**config.mk**
```make
export PLATFORM = sky130hd
export DESIGN_NAME = serial_sub_ctrl
export DESIGN_NICKNAME = d
export VERILOG_FILES = /design/src/rtl/serial_sub_ctrl.sv
export SDC_FILE = /design/constraint.sdc
export NUM_CORES = 1
export LEC_CHECK = 0
export ABC_AREA = 1
export CORE_MARGIN = 4
export CORE_UTILIZATION = 45
export DETAILED_ROUTE_END_ITERATION = 16
export DONT_BUFFER_PORTS = 1
export GPL_ROUTABILITY_DRIVEN = 0
export PLACE_DENSITY = 0.63
export SETUP_SLACK_MARGIN = 0.15
export SLEW_MARGIN = 20
export SYNTH_ARGS = -nofsm -noshare
export SYNTH_HDL_FRONTEND = slang
export SYNTH_SLANG_ARGS = --single-unit
```
**constraint.sdc**
```tcl
create_clock -name clk -period 2.3 [get_ports clk]
set_input_delay 0.46 -clock clk [delete_from_list [all_inputs] [get_ports clk]]
set_output_delay 0.46 -clock clk [all_outputs]
set_load 0.05 [all_outputs]
```
**src/rtl/serial_sub_ctrl.sv**
```systemverilog
// Bit-serial subtractor: runs one full-subtractor cell LSB first over WIDTH cycles
// and computes a - b - bin, with a start/busy/done handshake.
module serial_sub_ctrl #(
    parameter int WIDTH = 8
) (
    input  logic             clk,
    input  logic             rst_n,
    input  logic             start,
    input  logic [WIDTH-1:0] a,
    input  logic [WIDTH-1:0] b,
    input  logic             bin,
    output logic             busy,
    output logic             done,
    output logic [WIDTH-1:0] diff,
    output logic             borr
);
    localparam int CW = $clog2(WIDTH) + 1;
    localparam logic [CW-1:0] LAST = CW'(WIDTH - 1);

    typedef enum logic [1:0] {IDLE = 2'd0, RUN = 2'd1, DONE = 2'd2} state_t;

    state_t           state, state_nxt;
    logic [WIDTH-1:0] sa, sb;
    // Bit 0 of the working result would be shifted out unread, so only the
    // upper WIDTH-1 bits are stored; the final shift is taken straight into diff.
    logic [WIDTH-1:1] sd;
    logic             bf;
    logic [CW-1:0]    cnt;
    logic             d, bo;
    logic [WIDTH-1:0] sd_shift;

    assign d        = sa[0] ^ sb[0] ^ bf;
    assign bo       = (~sa[0] & sb[0]) | (~(sa[0] ^ sb[0]) & bf);
    assign sd_shift = {d, sd};

    assign busy = (state != IDLE);
    assign done = (state == DONE);

    always_ff @(posedge clk or negedge rst_n) begin
        if (!rst_n) state <= IDLE;
        else        state <= state_nxt;
    end

    always_comb begin
        state_nxt = state;
        case (state)
            IDLE:    if (start) state_nxt = RUN;
            RUN:     if (cnt == LAST) state_nxt = DONE;
            DONE:    state_nxt = IDLE;
            default: state_nxt = IDLE;
        endcase
    end

    always_ff @(posedge clk or negedge rst_n) begin
        if (!rst_n) begin
            sa   <= '0;
            sb   <= '0;
            sd   <= '0;
            bf   <= 1'b0;
            cnt  <= '0;
            diff <= '0;
            borr <= 1'b0;
        end else begin
            case (state)
                IDLE: begin
                    if (start) begin
                        sa  <= a;
                        sb  <= b;
                        bf  <= bin;
                        sd  <= '0;
                        cnt <= '0;
                    end
                end
                RUN: begin
                    sa  <= {1'b0, sa[WIDTH-1:1]};
                    sb  <= {1'b0, sb[WIDTH-1:1]};
                    sd  <= sd_shift[WIDTH-1:1];
                    bf  <= bo;
                    cnt <= cnt + 1'b1;
                    if (cnt == LAST) begin
                        diff <= sd_shift;
                        borr <= bo;
                    end
                end
                default: ;
            endcase
        end
    end
endmodule

```
Word-level counts from Yosys, hierarchy flattened:

Cells that the tools add are included.
W data, S select, Z words.

* register bits after elaboration: 39
* input bits: 20
* output and inout port bits: 11
* word-level logic and storage cells: 40

* add/subtract/negate cells: 1
* equal/unequal tests: 5
* mux-type cells: 13
* bitwise operators: 7
* reduce and logical (&&, ||, !) cells: 6

Operators by type and width (number)
* $pmux W8 S2: 2
* $mux W8: 2
* $pmux W7 S2: 1
* $pmux W4 S2: 1
* $mux W7: 1
* $reduce_and A2 Y1: 3
* $add A4 B1 Y4 const B: 1
* $eq A4 B3 Y1 const B: 1
* $mux W2: 2
* $mux W4: 1
* $ne A2 B2 Y1 const B: 2
* $pmux W2 S2: 1
* $reduce_bool A2 Y1: 2
* $and A1 B1 Y1: 2
* $eq A2 B1 Y1 const B: 1
* $eq A2 B2 Y1 const B: 1
* $logic_not A2 Y1: 1
* $not A1 Y1: 2
* $pmux W1 S2: 1
* $xor A1 B1 Y1: 2
* $mux W1: 1
* $or A1 B1 Y1: 1

Depth between registers and ports, before layout:

Gate-level depths: netlist (run 1).

* depth in word-level cells: 5
* mapped depth: 6
* gate-level depth less buffers: 6

Worst setup path before layout (run 1):

Ideal clock, no wire load.

* path type: reg2out
* from: register state[1]
* to: output port done
* arrival: 1108 ps
* required time: 1840 ps
* setup slack: 732 ps
* stages on the path, launching flop included: 3
* path buffers: 0
* cell sequence: dfrtp_1 inv_1 nor2_1

* longest elaborated chain between the ends: 1

RTL lines
* start: declaration: RTL line 22 `state_t state, state_nxt;`
* start signal: assignment: RTL line 41 `else state <= state_nxt;`
* $eq A2 B2 Y1: RTL line 37 `assign done = (state == DONE);`
* end: declaration: RTL line 13 `output logic done,`

No other way between the ends.

Worst setup path in the final report (run 1):

* from: register state[1]
* to: output port busy

* longest elaborated chain between the ends: 1

RTL lines
* $reduce_bool A2 Y1: RTL line 36 `assign busy = (state != IDLE);`
* end: declaration: RTL line 12 `output logic busy,`

No other way between the ends.

==> results of run 1 <==
## what timing repair did
item | in CTS | in global routing
hold endpoints to repair | 39 | 0
setup endpoints to repair | 0 | 0
hold buffers | 1 | 0
## flip-flops by register name (all words and copies together), names as in the netlist
name   count
diff       8
sa         8
sb         8
sd         7
cnt        4
state      2
bf         1
borr       1
## critical path: stages, from the launching register on
cell,delay (ps)
dfrtp_1,420
nor2_1,100
buf_4,210
inv_1,60
buf_4,180
## metal layers
| metal | vias to the layer above | global-route usage |
|---|---|---|
| met3 | 5 | 0.0623 |
| met1 | 637 | 0.178 |
| met4 | 0 | 0.0447 |
| met5 | - | 0 |
| met2 | 36 | 0.231 |
| li1 | 664 | - |
## report_power, final
| part | internal, uW | leakage [uW] | switching [uW] |
|---|---|---|---|
| clock network | 274 | 0.0000515 | 222 |
| logic | 294 | 0.000411 | 504 |
| registers | 971 | 0.000496 | 485 |
| total | 1540 | 0.000958 | 1210 |
## through the flow
step / worst slack (ps) / util / total power [uW] / cells / cell area (um^2)
after global placement: 843 / 0.478 / 2230 / 243 / 1760
final: 578 / 0.511 / 2750 / 252 / 1880
after detailed placement: 780 / 0.478 / 2270 / 243 / 1760
after floorplan: 732 / - / 2080 / 200 / 1720
after global routing: 468 / 0.511 / 2980 / 252 / 1880
after CTS: 565 / 0.511 / 2790 / 252 / 1880
## cell type report
class                      instances  area share
clock buffer                       8      0.0531
inverter                           7      0.0139
multi-input combinational        143       0.349
sequential                        39       0.518
tap                               48      0.0319
timing repair buffer               7      0.0345
## path summary, 6_finish.rpt
path,endpoint,slack [ps],depth (start not counted)
max in group asynchronous,sb[2]$_DFFE_PN0P_,2090,1
min reg2reg,diff[0]$_DFFE_PN0P_,500,2
min in group clk,sa[7]$_DFFE_PN0P_,280,2
min,cnt[0]$_DFFE_PN0P_,7,1
max reg2reg,cnt[0]$_DFFE_PN0P_,790,5
max,busy,580,4
## cells in the final DEF (no fill, tap or decap), drive strengths merged
| cell type | n |
|---|---|
| fa | 1 |
| nand4 | 1 |
| o21bai | 1 |
| nand3 | 61 |
| nand2 | 69 |
| clkbuf | 8 |
| nor2 | 7 |
| dfrtp | 39 |
| inv | 7 |
| ha | 1 |
| o21ai | 2 |
| buf | 7 |
## cell families after synthesis
family	count (synthesis)	share of synthesized area
AO/OA/AOI/OAI	3	0.0102
adder cells (fa/ha/maj)	2	0.0189
buffers and inverters	18	0.0509
flip-flops	39	0.567
AND/OR/NAND/NOR	138	0.353
==> results.tsv, run 1 <==
stage	metric	value	unit
outcome	outcome	complete, no violations	
synth	Seq/Total Area, Yosys	0.567	
finish	Filler Cells Inserted	367	
drt	initial drt markers	99	
drt	Routed met1 length	1560	um
drt	Avg WL per Cell	13.2	um
floorplanning	Die X	69.8	um
drt	met3 wire length	237	um
clocking	Bufs on Longest Clock Path	2	
clocking	CTS tree	done	
timing	Final Max Tran Viols	0	
synth	Post-synth ARST share	1.00	
grt	largest net degree at the start of global routing	40	
timing	skew final	4.69	ps
drt	Detail Route Antenna Nets	0	
clocking	Clock transition at path regs	70	ps
job	max_cap viols	0	
critical_path	worst endpoint required time	1840	ps
clocking	CTS Buf Count	5	
clocking	clk_lat worst skew	280	ps
finish	Layout Nets	225	
power_and_ir_drop	Pleak	0.000958	uW
synth	Synth top area share	0.567	
synth	Gate Count Post-Synth	200	
power_and_ir_drop	maximum vdd ir drop	0.538	mV
drt	DRC	0	
synth	Warnings, synthesis	0	
synth	cell area after synthesis	0.00172	mm^2
timing	fmax	0.581	GHz
synth	Synth top cells by count	69 x nand2_1, 61 x nand3_1, 39 x dfrtp_1	
clocking	CTS root buf	clkbuf_8	
synth	Unique masters post-synth	16	
drt	via density per instance	5.33	
critical_path	crit path DAT	1260	ps
critical_path	Setup CP Type	register to output port	
drt	max layer used	met4	
floorplanning	core area	0.00369	mm^2
clocking	H-tree depth	2	
finish	layout cells sized above 1	0.0784	
clocking	postcts setup bufs	0	
critical_path	crit path launch	state[1]$_DFFE_PN0P_	
floorplanning	Site Rows	22	
critical_path	Critical Path Sink Type	output port	
timing	hold_ws	6.93	ps
grt	grt ovf	0	
finish	area delta synth->final	9.53	%
timing	min Tclk post-route	1720	ps
critical_path	Max Fanout on Critical Path	16	
timing	RSZ-0062 raised after global routing	no	
placed_design	DPL Wire Length	2290	um
synth	top cell type by total area after synthesis	dfrtp_1	
synth	most frequent cell after synthesis	nand2_1	
clocking	CTS Sinks	39	
drt	met2 wire len	1500	um
grt	total track usage	0.145	
grt	initial antenna violation count	0	
drt	Pre-Repair DR Iteration Count	4	
timing	Hold Vio Cnt, Final	0	
floorplanning	Starting Density	0.466	
critical_path	FF-to-FF Start	state[1]$_DFFE_PN0P_	
timing	Setup TNS	0	ps
timing	Least-Margin Pin Slew	593	ps
power_and_ir_drop	PwrDens	1460	mW/mm^2
synth	top area cells in the synthesized netlist	dfrtp_1 57%, nand3_1 18%, nand2_1 15%	
timing	final worst path period share	0.749	
floorplanning	IO Count	31	
synth	EDFF count, synth	0	
synth	Avg Synthesized Cell Area	8.60	um^2
drt	via count	1342	
finish	FF+latch area	976	um^2
finish	multi-input logic area	657	um^2
critical_path	CP Launch Type	register	
hold_path	Worst Hold Class	primary input to asynchronous set/reset pin	
synth	Synth Register Bits	39	
grt	first-pass GRT wire length	5740	um
finish	n_diodes	0	
placed_design	port bufs	0	
floorplanning	die area	0.00488	mm^2
timing	# setup viols final	0	
grt	number of global-route vias before repair	1255	
floorplanning	die height	69.8	um
clocking	post-cts sizing count	0	
synth	ys flop type	dfrtp_1	
drt	Post-Route WL	3340	um
timing	worst rel slew slack	0.604	
synth	Post-Syn Nets	222	
Note: power is estimated with default switching activity, not from simulation.
==> run 2, diff against run 1 <==
clock period = 1.6 ns   (was 2.3 ns; I/O delays follow)
==> results.tsv, run 2 (synthesis results as in run 1) <==
stage	metric	value	unit
power_and_ir_drop	Pleak	0.000978	uW
job	max_cap viols	0	
timing	# setup viols final	0	
timing	Hold Vio Cnt, Final	0	
floorplanning	die height	69.8	um
outcome	outcome	complete, no violations	
timing	worst rel slew slack	0.673	
timing	Setup TNS	0	ps
clocking	clk_lat worst skew	290	ps
finish	non-filler cells, final	258	
critical_path	worst endpoint required time	1280	ps
drt	Avg WL per Cell	13.7	um
floorplanning	Site Rows	22	
timing	RSZ-0062 raised after global routing	yes	
hold_path	Hold Path Depth	2	
finish	most frequent cells in the layout	68 x nand2_1, 61 x nand3_1, 39 x dfrtp_1	
power_and_ir_drop	maximum vdd ir drop	0.848	mV
hold_path	Hold Path Origin	b[7]	
drt	DRC	0	
drt	via count	1348	
critical_path	Critical Path Sink Type	output port	
floorplanning	Starting Density	0.466	
critical_path	Critical Path Slowest Stage Cell	dfrtp_1	
critical_path	Setup CP Type	register to output port	
critical_path	CP Launch Type	register	
drt	Detail Route Antenna Nets	0	
timing	min Tclk post-route	1420	ps
clocking	CTS root buf	clkbuf_8	
hold_path	Worst Hold Class	primary input to register	
critical_path	Max Fanout on Critical Path	4	
grt	initial antenna violation count	0	
critical_path	reg2reg end	diff[2]$_DFFE_PN0P_	
timing	worst setup margin	183	ps
floorplanning	die area	0.00488	mm^2
timing	final worst path period share	0.885	
placed_design	Place WS	272	ps
clocking	CTS Buf Count	5	
critical_path	crit path DAT	1100	ps
finish	Layout Nets	231	
critical_path	flop2flop setup slack	300	ps
grt	number of global-route vias before repair	1395	
timing	fmax	0.706	GHz
placed_design	port bufs	0	
clocking	CTS Sinks	39	
critical_path	R2R depth	5	
finish	n_diodes	0	
placed_design	DPL Wire Length	2420	um
critical_path	slowest stage delay, CP	430	ps
clocking	Bufs on Longest Clock Path	2	
critical_path	worst-path cell chain	nor2_2 > inv_2 > buf_6	
clocking	Clock transition at path regs	70	ps
grt	first-pass GRT wire length	6210	um
floorplanning	IO Count	31	
critical_path	FF-to-FF Start	cnt[0]$_DFFE_PN0P_	
grt	largest net degree at the start of global routing	40	
timing	skew final	6.80	ps
placed_design	Placed Cells incl. Taps	247	
finish	area delta synth->final	11.9	%
finish	commonest non-fill, non-tap cell in the layout	nand2_1	
clocking	H-tree depth	2	
floorplanning	Die X	69.8	um
grt	grt ovf	0	
floorplanning	core area	0.00369	mm^2
drt	Pre-Repair DR Iteration Count	4	
finish	Final Cell Area	0.00193	mm^2
finish	top flop regs	diff (8), sa (8), sb (8)	
clocking	CTS tree	done	
power_and_ir_drop	PwrDens	2080	mW/mm^2
drt	initial drt markers	92	
hold_path	hold endpoint	sb[7]$_DFFE_PN0P_	
finish	layout cells sized above 1	0.114	
timing	Final Max Tran Viols	0	
timing	Least-Margin Pin Slew	490	ps
drt	via density per instance	5.22	
placed_design	Placed Area	0.00179	mm^2
grt	total track usage	0.158	
drt	Post-Route WL	3530	um
run 2: cell type report:
| cell class | count | area (um^2) |
|---|---|---|
| Clock buffer | 6 | 72.6 |
| Sequential cell | 39 | 976 |
| Multi-Input combinational cell | 143 | 662 |
| Fill cell | 375 | 1760 |
| Inverter | 7 | 26.3 |
| Timing Repair Buffer | 13 | 116 |
| Tap cell | 48 | 60.1 |
| Clock inverter | 2 | 12.5 |
run 2: what timing repair did:
action | 4_1_cts | 5_1_grt
hold buffers | 2 | 0
setup buffers | 1 | 0
endpoints found under the setup margin | 1 | 3
pin swaps | 1 | 1
gates cloned | 0 | 0
endpoints found under the hold margin | 39 | 0
resized for setup | 1 | 3
run 2: layer usage:
| metal | vias to the layer above | routed length (um) | track usage |
|---|---|---|---|
| met5 | - | 0 | 0 |
| met3 | 5 | 225 | 0.0594 |
| met4 | 0 | 36 | 0.0532 |
| li1 | 673 | - | - |
| met2 | 39 | 1660 | 0.258 |
| met1 | 631 | 1610 | 0.193 |
run 2: how the worst max path moves through the flow:
stage                         start             endpoint  slack, ps  depth (start not counted)
6_report       state[0]$_DFFE_PN0P_                 busy        180                          3
5_1_grt        state[0]$_DFFE_PN0P_                 busy        140                          3
4_1_cts        state[0]$_DFFE_PN0P_                 busy        170                          3
3_5_place_dp     cnt[0]$_DFFE_PN0P_  diff[1]$_DFFE_PN0P_        270                          6
3_3_place_gp   state[0]$_DFFE_PN0P_  diff[7]$_DFFE_PN0P_        330                          5
2_1_floorplan  state[1]$_DFFE_PN0P_                 done        170                          2
run 2: through the flow:
| step | utilization | power [uW] | hold WS, ps |
|---|---|---|---|
| after CTS | 0.520 | 4030 | 129 |
| final | 0.522 | 4000 | 139 |
| after floorplan | - | 2990 | 24.4 |
| after global routing | 0.522 | 4310 | 144 |
| after detailed placement | 0.486 | 3330 | 25.5 |
| after global placement | 0.486 | 3270 | 25.6 |
run 2: critical path: cells and delay by family, from the launching register on:
kind | cells | cell delay [ps]
DFF | 1 | 430
buffers and inverters | 2 | 210
and+or+nand+nor | 1 | 180
run 2: where the power goes:
part	internal, uW	total, uW	switching [uW]
clock	305	648	343
sequential	1400	2100	701
combinational	481	1250	772
total	2180	4000	1820
==> edit 1 (settings of run 1) <==
Reset style: synchronous (`rst_n`), changed in 2 clocked blocks.
--- a/src/rtl/serial_sub_ctrl.sv
+++ b/src/rtl/serial_sub_ctrl.sv
@@ -36,7 +36,7 @@
     assign busy = (state != IDLE);
     assign done = (state == DONE);
 
-    always_ff @(posedge clk or negedge rst_n) begin
+    always_ff @(posedge clk) begin
         if (!rst_n) state <= IDLE;
         else        state <= state_nxt;
     end
@@ -51,7 +51,7 @@
         endcase
     end
 
-    always_ff @(posedge clk or negedge rst_n) begin
+    always_ff @(posedge clk) begin
         if (!rst_n) begin
             sa   <= '0;
             sb   <= '0;
Formal check against the unedited RTL: differs if rst_n is asserted again (counterexample within 4 cycles, from zero or initial values and one cycle with rst_n low); with rst_n held inactive, the same outputs for 10 cycles.
==> edit 1 against run 1 <==
Routed wire length grew 5.8%. Clock skew grew 0.0053 ns. Synthesized area grew 0.51%. Design area shrank 2.6%. Global-route usage grew 1.2 points. Setup slack gained 0.13 ns. Sequential cell count is the same. Critical path type is now flop to flop. Largest cell class is now multi-input combinational cells.
Power is not compared: it rests on default switching activity, and its combinational part moved more than twofold at a synthesized area within 25%.
==> edit 1: results (changes against run 1) <==
- The run finished with clean final reports.
- The placed cell area is 0.00175 mm² (-0.57%).
- The number of distinct standard cells referenced by the synthesized netlist is 18 (+2).
- The detailed placement HPWL is 2440 µm (+6.7%).
- The sequential-to-total area share from yosys stat is 45.2% (-12 points).
- The path class of the tightest hold or removal check is primary input to flop.
- The share of post-route cells with drive strength above 1 is 8.06% (+0.22 points).
- The number of buffers inserted to repair setup after CTS is 0 (unchanged).
- The number of buffers added by the clock tree synthesis step is 5 (unchanged).
- The maximum number of pins on one net before global-route repair is 18 (-55%).
- The total of cells resized after clock tree synthesis is 0 (unchanged).
- The largest individual stage delay along the critical path comes from the cell sky130_fd_sc_hd__nor2_2.
- The largest registers in the layout are diff x8, sa x8, sb x8.
- The total routing resource utilization after global routing is 15.7% (+1.2 points).
- Ranked by instance count, the synthesized netlist is headed by sky130_fd_sc_hd__nand2_1 (66), sky130_fd_sc_hd__nand3_1 (43), sky130_fd_sc_hd__dfxtp_1 (39).
- The via count of the first global-routing pass is 1,315 (+4.8%).
- The layout net count was 269 (+20%).
- Yosys attributes the largest share of cell area to sky130_fd_sc_hd__dfxtp_1 (45%), sky130_fd_sc_hd__nand2_1 (14%), sky130_fd_sc_hd__nand3_1 (12%).
- The clock transition at the registers of the reported paths is 0.08 ns.
- The count of inserted antenna diode cells is 0 (unchanged).
- The worst setup skew after layout is 0.0100 ns (+0.00532 ns).
- The insertion delay to the later sink of the worst-skew pair is 0.30 ns (+0.02 ns).
- The fraction of registers with async set or reset after synthesis came to 0% (-100 points).
- The area occupied by registers is 781 µm² (-20%).
- The via total after detailed routing is 1,422 (+6.0%).
- The mean instance size in the synthesized netlist was 7.03 µm² (-18%).
- The number of antenna violations at the first check in global routing is 0 (unchanged).
- The count of buffers inserted at the top-level ports is 0 (unchanged).
- The number of warnings issued by yosys is 0 (unchanged).
- The critical path arrival is 1.84 ns (+0.58 ns).
- The count of H-tree levels built during CTS came to 2 (unchanged).
- The kind of cell with the highest combined delay along the critical path is simple AND/OR/NAND/NOR gates.
- The top fanout value on the critical path is 17 (+1).
- The maximum vdd drop is 0.000419 V.
- The violation count after the first detailed-routing iteration was 65 (-34%).
- The stage delay of the slowest cell on the critical path is 0.53 ns (+0.11 ns).
- The first-pass GRT wire length came to 6150 µm (+7.1%).
- The actual transition at the worst max-transition pin is 0.690 ns (+0.0972 ns).
- The fill cell total of the finished layout is 400 (+9.0%).
- The per-cell routed wire length is 11.9 µm (-10%).
[edit 1: changes by cell type after synthesis, sizes merged]
cell	change
a21oi	+15
clkbuf	+1
dfrtp	-39
dfxtp	+39
inv	+16
nand3	-18
nand4	-1
nor2	+34
o21bai	-1
[edit 1: power breakdown]
group / leakage [µW] / internal, µW / total [µW] / switching (µW)
Combinational: 0.000472 / 39.8 / 117 / 77.5
Sequential: 0.000317 / 698 / 710 / 12.9
Clock: 0.0000422 / 213 / 448 / 235
[edit 1: path summary, 6_finish.rpt]
kind,slack (ns),endpoint,depth (start not counted),from
worst max register to register,0.70,diff[1],6,state[0]
worst max-delay path,0.70,diff[1],6,state[0]
worst min register to register,0.47,diff[6],2,sd[7]
worst min-delay path,0.26,sa[1],2,rst_n
[edit 1: logic make-up (layout without fill, tap and decap cells)]
group	after synthesis	in the layout	synth area share, %
and+or+nand+nor	153	153	38.4
DFF	39	39	45.2
buffers and inverters	35	37	9.62
AOI/OAI and AO/OA	17	17	4.92
adders and majority gates	2	2	1.88
[edit 1: cell type report]
type,instances,area share (%)
clock buffer,7,4.16
tap,48,3.27
sequential,39,42.5
timing repair buffer,6,2.45
clock inverter,1,0.273
inverter,23,4.70
multi-input combinational,172,42.6
[edit 1: metal layers]
| layer | vias to the layer above | track usage, % | wire, µm |
|---|---|---|---|
| met5 | - | 0 | 0 |
| met4 | 0 | 5.96 | 60 |
| met3 | 6 | 5.76 | 156 |
| met2 | 18 | 24.3 | 1640 |
| met1 | 626 | 20.0 | 1670 |
| li1 | 772 | - | - |
[edit 1: metrics by stage]
step / cells / setup slack [ns]
5_1_grt: 296 / 0.530
6_report: 296 / 0.704
2_1_floorplan: 246 / 0.767
4_1_cts: 296 / 0.693
3_3_place_gp: 288 / 0.746
3_5_place_dp: 288 / 0.726
==> edit 2 (flow settings as in run 1) <==
Made on the original files. Change the parameter `WIDTH` from 8 to 32.
--- a/src/rtl/serial_sub_ctrl.sv
+++ b/src/rtl/serial_sub_ctrl.sv
@@ -1,7 +1,7 @@
 // Bit-serial subtractor: runs one full-subtractor cell LSB first over WIDTH cycles
 // and computes a - b - bin, with a start/busy/done handshake.
 module serial_sub_ctrl #(
-    parameter int WIDTH = 8
+    parameter int WIDTH = 32
 ) (
     input  logic             clk,
     input  logic             rst_n,
Interface: changed (resized a, b and diff); port bits go from 31 to 103. No check against the original RTL was run, so the function may have changed too.
==> edit 2 against run 1 <==
The run now ends with negative hold slack left. Clock skew up 0.0025 ns. Highest routed layer unchanged. Utilization is 0.29 points higher. Combinational power up 96%. Hold slack lost 0.26 ns. Power rose to 3.1 times the old value. Critical path type unchanged. Synthesized area rose to 3.4 times the old value. Sequential cell count rose by 98. Register-to-register slack lost 0.23 ns. Routed wire length grew to 3.7 times the old value. Setup slack got worse by 0.015 ns. Sequential share of layout area rose by 0.66 points. Design area grew to 3.5 times the old value. Non-clock buffer count increased by 4.
==> edit 2: results (changes against run 1) <==
- In the final layout, the registers with the most flip-flops are diff x32, sa x32, sb x32.
- The insertion delay to the later sink of the worst-skew pair was 0.41 ns (+0.13 ns).
- The net count after synthesis came to 754 (+240%).
- The share of the synthesized area in compound gates (AO/OA/AOI/OAI) is 0.551% (-0.47 points).
- The actual transition at the worst max-transition pin is 0.523 ns (-0.0697 ns).
- The total routing resource utilization after global routing is 17.3% (+2.8 points).
- By area the synthesized netlist is led by sky130_fd_sc_hd__dfrtp_1 (58%), sky130_fd_sc_hd__nand2_1 (17%), sky130_fd_sc_hd__nand3_1 (17%).
- The routed wire length is 12,400 µm (+270%).
- The setup slack of the most critical reg-to-reg path was 0.56 ns (-0.23 ns).
- The sequential-to-total area share from yosys stat is 58.1% (+1.4 points).
- The final reports fail on negative hold slack.
- The detailed placement HPWL is 7640 µm (+230%).
- The top fanout value on the critical path is 4 (-12).
- The share of post-route cells with drive strength above 1 was 6.78% (-1.1 points).
- The placed cell count is 818 (+240%).
- The stage delay of the slowest cell on the critical path is 0.42 ns (about the same).
- The post-synthesis share of cell area spent on xor and xnor gates is 0.148% (+0.15 points).
- The number of iterations in the first detailed-routing pass is 5 (+1).
- The count of inserted antenna diode cells is 0 (unchanged).
- The via total after detailed routing is 4,431 (+230%).
- By count the netlist is led by sky130_fd_sc_hd__nand2_1 (267), sky130_fd_sc_hd__nand3_1 (199), sky130_fd_sc_hd__dfrtp_1 (137).
- The run finished, with violations left.
- The number of buffers added by the clock tree synthesis step is 17 (+12).
- The maximum vdd drop came to 0.000609 V (+13%).
- The final hold violation count is 137 (+137).
- The violation count after the first detailed-routing iteration is 422 (+330%).
- The worst hold-check path type is primary input to async pin.
- The fill cell total of the finished layout is 1,246 (+240%).
- The post-synthesis share of cell area spent on full adders, half adders and majority gates is 0.551% (-1.3 points).
- The standby leakage power is 0.00315 µW (+230%).
- The clock root buffer master is sky130_fd_sc_hd__clkbuf_16.
- After synthesis, the largest family of logic cells by area is simple AND/OR/NAND/NOR gates.
- The critical path arrival is 1.28 ns (+0.02 ns).
- The layout net count is 735 (+230%).
- Broken down by cell family, the worst path's largest delay share belongs to flip-flops.
- The worst setup skew after layout is 0.00714 ns (+0.00245 ns).
- The per-cell routed wire length is 14.6 µm (+10%).
- The count of H-tree levels built during CTS came to 4 (+2).
- The via count of the first global-routing pass is 4,224 (+240%).
- The worst register-to-register path ends at diff[7].
- The first-pass GRT wire length was 20,700 µm (+260%).
- The maximum number of pins on one net before global-route repair is 138 (+250%).
- The post-synthesis instance total is 684 (+240%).
- The worst-case reg-to-reg path depth was 6 (+1).
- The number of buffers inserted to repair setup after CTS is 0 (unchanged).
- The final hold slack was -0.257 ns (-0.264 ns).
- The number of distinct standard cells referenced by the synthesized netlist came to 22 (+6).
[edit 2: cell types whose count changed after synthesis, sizes merged]
| cell | delta |
|---|---|
| nand3 | +139 |
| a21boi | +1 |
| a21oi | +2 |
| nand2 | +200 |
| o21ai | +1 |
| o21bai | -1 |
| inv | +4 |
| buf | +34 |
| xnor2 | +1 |
| clkbuf | +4 |
| nand4 | +1 |
| dfrtp | +98 |
[edit 2: kinds of logic after synthesis]
| kind of cell | count (synthesis) |
|---|---|
| flip-flops | 137 |
| adder cells (fa/ha/maj) | 2 |
| XOR/XNOR | 1 |
| AND/OR/NAND/NOR | 478 |
| buffers and inverters | 60 |
| AO/OA/AOI/OAI | 6 |
[edit 2: metal layers]
| metal | up-vias | global-route usage [%] | wire [µm] |
|---|---|---|---|
| li1 | 2190 | - | - |
| met1 | 2112 | 24.0 | 5730 |
| met2 | 114 | 25.0 | 5610 |
| met3 | 15 | 6.04 | 859 |
| met4 | 0 | 7.00 | 204 |
| met5 | - | 0 | 0 |
[edit 2: power breakdown]
| group | total, µW | switching (µW) | internal [µW] |
|---|---|---|---|
| combinational | 1570 | 974 | 594 |
| sequential | 4240 | 1040 | 3200 |
| clock | 2740 | 956 | 1790 |
[edit 2: what timing repair did]
item | in CTS | in global routing
endpoints found under the setup margin | 0 | 0
resized for setup | 0 | 0
endpoints found under the hold margin | 137 | 137
[edit 2: worst max path at each step]
| stage | startpoint | to | slack [ns] | cells past startpoint |
|---|---|---|---|---|
| final | state[0] | busy | 0.56 | 2 |
| after global routing | state[1] | diff[16] | 0.36 | 6 |
| after CTS | state[0] | busy | 0.54 | 2 |
| after detailed placement | state[0] | sa[12] | 0.55 | 6 |
| after global placement | state[1] | diff[2] | 0.59 | 6 |
| after floorplan | state[0] | done | 0.78 | 1 |
[edit 2: per-stage QoR]
| step | hold slack [ns] | utilization, % | setup slack (ns) | power (µW) | cell area [µm²] |
|---|---|---|---|---|---|
| finish | -0.257 | 51.4 | 0.563 | 8550 | 6540 |
| floorplan | 0.164 | - | 0.781 | 5480 | 5900 |
| CTS | -0.276 | 51.4 | 0.538 | 8650 | 6540 |
| detailed placement | 0.167 | 46.7 | 0.554 | 5860 | 5940 |
| global placement | 0.169 | 46.7 | 0.587 | 5770 | 5940 |
| global route | -0.283 | 51.4 | 0.357 | 9100 | 6540 |
[edit 2: cell type report]
cell class,instances,share of cell area [%]
clock buffers,25,7.43
well taps,172,3.29
clock inverters,7,1.76
inverters,11,0.670
flip-flops and latches,137,52.5
multi-input cells,487,33.1
repair buffers,11,1.26
